[config.mk]
export PLATFORM = sky130hd
export DESIGN_NAME = reg_dump_uart_tx
export DESIGN_NICKNAME = d
export VERILOG_FILES = /design/src/rtl/reg_dump_uart_tx.sv
export SDC_FILE = /design/constraint.sdc
export NUM_CORES = 1
export LEC_CHECK = 0
export CAP_MARGIN = 20
export CORE_UTILIZATION = 40
export DETAILED_ROUTE_END_ITERATION = 10
export DONT_BUFFER_PORTS = 1
export GPL_TIMING_DRIVEN = 0
export PLACE_DENSITY = 0.62
export SKIP_CTS_REPAIR_TIMING = 1
export SLEW_MARGIN = 20
export SYNTH_ARGS = -nofsm -noshare
export SYNTH_HDL_FRONTEND = slang
export SYNTH_SLANG_ARGS = --single-unit
[constraint.sdc]
create_clock -name clk -period 1.91 [get_ports clk]
set_input_delay 0.382 -clock clk [delete_from_list [all_inputs] [get_ports clk]]
set_output_delay 0.382 -clock clk [all_outputs]
set_load 0.05 [all_outputs]
[src/rtl/reg_dump_uart_tx.sv]
// Debug read-out engine: walks register addresses 0..NUM_REGS-1 through one read port
// and sends each 16-bit value over an 8N1 UART line, high byte first.
module reg_dump_uart_tx #(
    parameter int unsigned CLKS_PER_BIT = 434,
    parameter int unsigned NUM_REGS     = 8,
    parameter int unsigned ADDR_W       = 3,
    parameter int unsigned DATA_W       = 16
) (
    input  logic              clk,
    input  logic              rst,
    input  logic              dump_req,
    output logic [ADDR_W-1:0] rd_addr,
    input  logic [DATA_W-1:0] rd_data,
    output logic              tx,
    output logic              busy,
    output logic              done
);

    localparam int unsigned BAUD_W = (CLKS_PER_BIT > 1) ? $clog2(CLKS_PER_BIT) : 1;
    localparam logic [BAUD_W-1:0] BAUD_LAST = BAUD_W'(CLKS_PER_BIT - 1);
    localparam logic [ADDR_W-1:0] IDX_LAST  = ADDR_W'(NUM_REGS - 1);
    localparam logic [3:0]        BIT_LAST  = 4'd9;

    typedef enum logic [2:0] {
        S_IDLE,
        S_SET_ADDR,
        S_LATCH,
        S_SEND_HI,
        S_SEND_LO,
        S_DONE
    } state_t;

    state_t            r_state;
    logic [DATA_W-1:0] r_shadow;
    logic [BAUD_W-1:0] r_baud;
    logic [3:0]        r_bit;
    logic [ADDR_W-1:0] r_idx;
    logic [ADDR_W-1:0] r_rd_addr;
    logic              r_tx;
    logic              r_busy;
    logic              r_done;

    logic [7:0]        w_byte;
    logic [9:0]        w_frame;
    logic [3:0]        w_next_bit;

    // Frame layout, index = bit counter: start, d0..d7, stop.
    always_comb begin
        w_byte     = (r_state == S_SEND_HI) ? r_shadow[15:8] : r_shadow[7:0];
        w_frame    = {1'b1, w_byte, 1'b0};
        w_next_bit = r_bit + 4'd1;
    end

    always_ff @(posedge clk or posedge rst) begin
        if (rst) begin
            r_state   <= S_IDLE;
            r_shadow  <= '0;
            r_baud    <= '0;
            r_bit     <= '0;
            r_idx     <= '0;
            r_rd_addr <= '0;
            r_tx      <= 1'b1;
            r_busy    <= 1'b0;
            r_done    <= 1'b0;
        end else begin
            r_done <= 1'b0;
            case (r_state)
                S_IDLE: begin
                    r_tx <= 1'b1;
                    if (dump_req) begin
                        r_state   <= S_SET_ADDR;
                        r_busy    <= 1'b1;
                        r_idx     <= '0;
                        r_rd_addr <= '0;
                    end
                end
                S_SET_ADDR: r_state <= S_LATCH;
                // Start bit is loaded here so tx is low on the first SEND_HI cycle.
                S_LATCH: begin
                    r_shadow <= rd_data;
                    r_tx     <= 1'b0;
                    r_baud   <= '0;
                    r_bit    <= '0;
                    r_state  <= S_SEND_HI;
                end
                S_SEND_HI, S_SEND_LO: begin
                    if (r_baud == BAUD_LAST) begin
                        r_baud <= '0;
                        if (r_bit == BIT_LAST) begin
                            r_bit <= '0;
                            if (r_state == S_SEND_HI) begin
                                r_state <= S_SEND_LO;
                                r_tx    <= 1'b0;
                            end else if (r_idx == IDX_LAST) begin
                                r_state   <= S_DONE;
                                r_busy    <= 1'b0;
                                r_done    <= 1'b1;
                                r_tx      <= 1'b1;
                                r_idx     <= '0;
                                r_rd_addr <= '0;
                            end else begin
                                r_state   <= S_SET_ADDR;
                                r_tx      <= 1'b1;
                                r_idx     <= r_idx + 1'b1;
                                r_rd_addr <= r_idx + 1'b1;
                            end
                        end else begin
                            r_bit <= w_next_bit;
                            r_tx  <= w_frame[w_next_bit];
                        end
                    end else begin
                        r_baud <= r_baud + 1'b1;
                    end
                end
                S_DONE:  r_state <= S_IDLE;
                default: r_state <= S_IDLE;
            endcase
        end
    end

    assign rd_addr = r_rd_addr;
    assign tx      = r_tx;
    assign busy    = r_busy;
    assign done    = r_done;

endmodule

==> results.cfg, run 1 <==
[yosys]
netlist.top_cell.by_area = dfrtp_1
syn-num-nets = 205
synth-seq-cells = 38
avgSynthCellArea_um2 = 11.5
netlist_instances = 180
yosysWarningCount = 0
syn-cell-area_mm2 = 0.00206
synth_top_area_share_pct = 44.9
yosys_most_used_dff = dfrtp_1
yosysSeqAreaShare_pct = 46.2
synth_edf_count = 0
synth.area.top_cells = dfrtp_1, mux2_2, ha_1
yosysUniqueCellTypes = 55
ys_async_sr_fraction_pct = 100

[run_status]
status = finished, violations left
violations = setup timing

[finish]
final_cell_mix = dfrtp_1, mux2_2, nand2_1
fin_nets = 223
instances_no_fill = 266
drive_above_1_share_pct = 32.2
n_antenna_cell = 0
n_fill_cell = 429
mostFrequentLayoutCell = dfrtp_1
area_growth_syn_to_layout_pct = 14.8

[die]
io_pins = 25
die_width_um = 73.8
core_mm2 = 0.00485
initial_core_util_pct = 42.5
chipHeight_um = 73.8
die_area_mm2 = 0.00545
rows = 25

[clock_tree]
cts-buffers-inserted = 5
ctsHtreeMaxLevel = 2
path_clk_slew_ns = 0.08
clock_latency_ns = 0.29
cts-root-buf = clkbuf_8
cts_tree = done
cts_buffer_depth = 2
clkSinkCount = 38

[timing]
finalSetupTns_ns = -1.35
drv_slew = 0
fin_crit_sh_pct = 107
hold_viol_final = 0
max_slew_margin_pct = 48.5
fin_ws_ns = -0.142
grt_setup_unrepaired = true
fmax_mhz = 487
finClkSkew_ns = 0.00791
finalSetupViolCount = 19
tightestPinTransition_ns = 0.771
period_needed_ns = 2.05

[setup_path]
startpoint_type = register
critPathMaxFanout = 8
worstPathArrival_ns = 2.22
critPathKind = reg2reg
required_ns = 2.08
critPathCaptureType = register

[grt]
gr-total-overflow = 0
grt_pass1_wl_mm = 6.80
antenna_found_initial = 0
grt_max_degree = 39
track_usage_pct = 17.1
grt_pass1_vias = 1463

[flow_run]
max_cap_violations = 0

[routing]
vias = 1475
vias_per_cell = 5.55
first_pass_iters = 4
drtIter0Drc = 188
routed_wl_mm = 4.38
ant_nets = 0
drc = 0
wl_per_cell_um = 16.5

[place]
dpl.hpwl_mm = 3.08
io_buffers = 0
dp.cells = 247
place.gp.congestion = 0.860

[power_and_ir_drop]
powerDensity_mw_per_mm2 = 651
p_leak_nw = 1.02
p_total_w = 0.00154
max-vdd-ir-drop_v = 0.000497

[min_path]
hold_path.class = in2async
-- per-layer routing --
layer	part of all wire [%]	global-route usage [%]	routed length (um)
met1	42	19.8	1850
met4	1.2	7.26	53
met2	51	29.3	2250
met5	0	0	0
met3	5.3	5.08	233
-- synth_stat cells, types with 2 or more instances --
| cell type | instances |
|---|---|
| mux2i_1 | 2 |
| nor3b_1 | 3 |
| xnor2_1 | 4 |
| nand2_1 | 15 |
| o22ai_1 | 2 |
| and2b_1 | 2 |
| mux4_2 | 2 |
| mux2_2 | 16 |
| o31ai_1 | 3 |
| o21ai_1 | 6 |
| dfrtp_1 | 37 |
| inv_1 | 6 |
| and3b_1 | 2 |
| buf_6 | 3 |
| o21ai_0 | 13 |
| nor2_1 | 10 |
| nand3b_1 | 2 |
| nand2b_1 | 4 |
| buf_2 | 2 |
| nor3_1 | 4 |
| ha_1 | 6 |
| nand3_1 | 3 |
-- sequential cells by signal (all words and copies together) (netlist names) --
| name | flops |
|---|---|
| done | 1 |
| busy | 1 |
| r_baud | 9 |
| r_shadow | 16 |
| tx | 1 |
| r_state | 3 |
| r_bit | 4 |
| rd_addr | 3 |
-- cell type report --
class | count | area (um2) | share of cell area [%]
clock inverter | 3 | 40.0 | 1.69
multi-input combinational | 128 | 1050 | 44.5
timing repair buffer | 11 | 82.6 | 3.49
inverter | 6 | 22.5 | 0.951
clock buffer | 5 | 68.8 | 2.91
sequential | 38 | 952 | 40.2
tap | 67 | 83.8 | 3.54
buffer | 8 | 63.8 | 2.70
-- cells by family after synthesis --
| kind of cell | after synthesis | synth area share, % |
|---|---|---|
| compound gates | 37 | 13.2 |
| xor+xnor | 5 | 2.12 |
| fa+ha+maj | 6 | 3.64 |
| buf+inv | 14 | 3.94 |
| flops | 38 | 46.2 |
| mux | 23 | 14.4 |
| simple gates | 57 | 16.4 |
-- per-stage QoR --
step	setup slack [ns]	utilization, %	hold slack (ns)	instance area, um2
after CTS	-0.231	46.6	0.137	2260
after global placement	-0.129	44.3	0.484	2150
after global routing	-0.219	48.8	0.177	2370
after floorplan	0.000126	-	0.450	2070
after detailed placement	-0.208	44.3	0.455	2150
final	-0.142	48.8	0.106	2370
-- worst max-delay path, stage by stage, from the launching register on --
cell	delay, ns
dfrtp_1	0.42
inv_1	0.07
ha_1	0.13
or4b_4	0.52
o22ai_4	0.26
buf_6	0.18
nand2_2	0.09
o21ai_2	0.17
o21ai_1	0.09
-- power breakdown --
part           switching, W  internal [W]  leakage, nW   total, W
Combinational     0.0000228     0.0000209        0.507  0.0000437
Sequential       0.00000846      0.000821        0.456   0.000830
Clock              0.000283      0.000384       0.0579   0.000667
Total              0.000314       0.00123         1.02    0.00154
-- path summary, 6_finish.rpt --
| path | startpoint | endpoint | slack [ns] | cells past startpoint |
|---|---|---|---|---|
| setup / recovery | r_baud[1] | r_state[0] | -0.14 | 8 |
| hold / removal | rst | r_shadow[7] | 0.11 | 1 |
| setup reg to reg | r_baud[1] | r_state[0] | -0.14 | 8 |
| hold reg to reg | r_baud[8] | r_baud[8] | 0.48 | 1 |
| max in group asynchronous | rst | rd_addr[2] | 1.32 | 1 |
| min in group clk | rd_data[7] | r_shadow[7] | 0.23 | 1 |
(Power assumes the default switching activity.)
==> inputs of run 2 (changes only) <==
--- a/config.mk
+++ b/config.mk
@@ -6,11 +6,11 @@
 export NUM_CORES = 1
 export LEC_CHECK = 0
 export CAP_MARGIN = 20
-export CORE_UTILIZATION = 40
+export CORE_UTILIZATION = 56
 export DETAILED_ROUTE_END_ITERATION = 10
 export DONT_BUFFER_PORTS = 1
 export GPL_TIMING_DRIVEN = 0
-export PLACE_DENSITY = 0.62
+export PLACE_DENSITY = 0.8
 export SKIP_CTS_REPAIR_TIMING = 1
 export SLEW_MARGIN = 20
 export SYNTH_ARGS = -nofsm -noshare
==> run 2 against run 1 <==
  * The flow still finishes with violations (setup timing)
  * Critical path type unchanged
  * Hold slack lost 0.013 ns
  * Sequential power about the same
  * Highest routed layer unchanged
  * Routed wire length shrank 1.0%
  * Final cell count shrank 8.3%
  * Clock skew about the same
  * Setup slack improved by 0.026 ns
  * Critical path depth shrank 1
  * Clock power decreased by 13%
  * Global-route usage is 6.8 points higher
==> results.cfg, run 2 (same netlist as run 1, synthesis figures left out) <==
[die]
die_width_um = 62.7
core_mm2 = 0.00344
chipHeight_um = 62.7
die_area_mm2 = 0.00393
rows = 21
initial_core_util_pct = 59.9
io_pins = 25

[run_status]
status = finished, violations left
violations = setup timing

[finish]
largest_reg_flops = 16
final_cell_mix = dfrtp_1, mux2_2, nand2_1
mostFrequentLayoutCell = dfrtp_1
top_regs = r_shadow (16), r_baud (9), r_bit (4)
largest-register = r_shadow
instances_no_fill = 244
fin_nets = 222
n_antenna_cell = 0
final_area_mm2 = 0.00233
drive_above_1_share_pct = 31.8
n_fill_cell = 247
post-route-util_pct = 67.8
area_growth_syn_to_layout_pct = 13.2

[timing]
finalSetupViolCount = 9
period_needed_ns = 2.03
hold_viol_final = 0
fmax_mhz = 494
fin_ws_ns = -0.115
grt_setup_unrepaired = true
tightestPinTransition_ns = 0.764
fin_crit_sh_pct = 106
drv_slew = 0
finClkSkew_ns = 0.00829
max_slew_margin_pct = 49.0

[routing]
top_layer = met4
routed_wl_mm = 4.34
met3WireLength_um = 160
drtIter0Drc = 85
first_pass_iters = 4
vias_per_cell = 6.13
wl_per_cell_um = 17.8
dr_wl_met2_mm = 2.27
wl_met1_mm = 1.80
drc = 0
vias = 1495
ant_nets = 0

[clock_tree]
clock_latency_ns = 0.30
path_clk_slew_ns = 0.08
ctsHtreeMaxLevel = 2
cts_tree = done
cts-buffers-inserted = 5
cts-root-buf = clkbuf_8
clkSinkCount = 38
cts_buffer_depth = 2

[power_and_ir_drop]
switching_share_pct = 22.1
max-vdd-ir-drop_v = 0.000528
power_switching_w = 0.000321
sequentialPowerShare_pct = 57.1
p_comb_share_pct = 3.0
clockPowerShare_pct = 39.9
powerDensity_mw_per_mm2 = 623
internal_power_w = 0.00113
p_leak_nw = 1.04

[place]
io_buffers = 0
dp.cells = 226
dpl.hpwl_mm = 2.92
placedInstanceArea_mm2 = 0.00212
place.gp.congestion = 0.851

[grt]
track_usage_pct = 23.9
grt_pass1_vias = 1519
grt_max_degree = 39
gr-total-overflow = 0
antenna_found_initial = 0
grt_pass1_wl_mm = 7.09

[setup_path]
critPathMaxFanout = 5
required_ns = 2.10
critPathCaptureType = register
critPathKind = reg2reg
worstPathArrival_ns = 2.22
startpoint_type = register

[min_path]
hold_path.class = in2async

[flow_run]
max_cap_violations = 0
## run 2: cell types whose count changed in the layout (fill, tap and decap cells not counted), sizes merged
cell,change
bufinv,-1
clkinv,-1
clkbuf,+1
## run 2: path summary, 6_finish.rpt
path	end	slack, ns	depth (start not counted)	from
max	r_bit[3]	-0.12	7	r_baud[1]
min	r_baud[7]	0.09	1	rst
max reg2reg	r_bit[3]	-0.12	7	r_baud[1]
min reg2reg	r_baud[8]	0.49	1	r_baud[8]
max in group asynchronous	r_baud[2]	1.33	1	rst
min in group clk	r_shadow[15]	0.23	1	rd_data[15]
## run 2: cell type report
cell class	count	area [um2]	area share (%)
Buffer	8	62.6	2.68
Clock buffer	7	86.3	3.70
Clock inverter	1	5.00	0.214
Inverter	6	22.5	0.965
Multi-Input combinational cell	128	1070	45.8
Sequential cell	38	952	40.8
Tap cell	46	57.6	2.47
Timing Repair Buffer	10	78.8	3.38
## run 2: power by group through the flow
stage	Combinational [W]	Sequential, W	Clock, W
global placement	0.0000424	0.000844	0
finish	0.0000436	0.000830	0.000581
CTS	0.0000454	0.000830	0.000583
detailed placement	0.0000454	0.000846	0
floorplan	0.0000370	0.000842	0
global route	0.0000492	0.000832	0.000633
## run 2: per-layer routing
| metal | GRT usage [%] | up-vias |
|---|---|---|
| li1 | - | 691 |
| met1 | 27.4 | 753 |
| met2 | 41.4 | 39 |
| met3 | 6.93 | 12 |
| met4 | 10.2 | 0 |
| met5 | 0 | - |
## run 2: critical path: stages (launching register included)
cell and delay [ns]:
dfrtp_1 0.41, inv_1 0.06, ha_1 0.12, or4b_4 0.52, nor2_4 0.17, a32o_2 0.22, buf_6 0.12, mux2_4 0.30
## run 2: stage by stage
step                hold WS, ns  total power [W]  setup slack (ns)  setup TNS, ns
floorplan                 0.450         0.000879          0.000126              0
CTS                       0.127          0.00146            -0.163          -2.36
global placement          0.483         0.000886           -0.0777         -0.935
finish                   0.0932          0.00145            -0.115         -0.495
detailed placement        0.450         0.000891            -0.147          -2.04
global route              0.151          0.00151            -0.177          -2.20
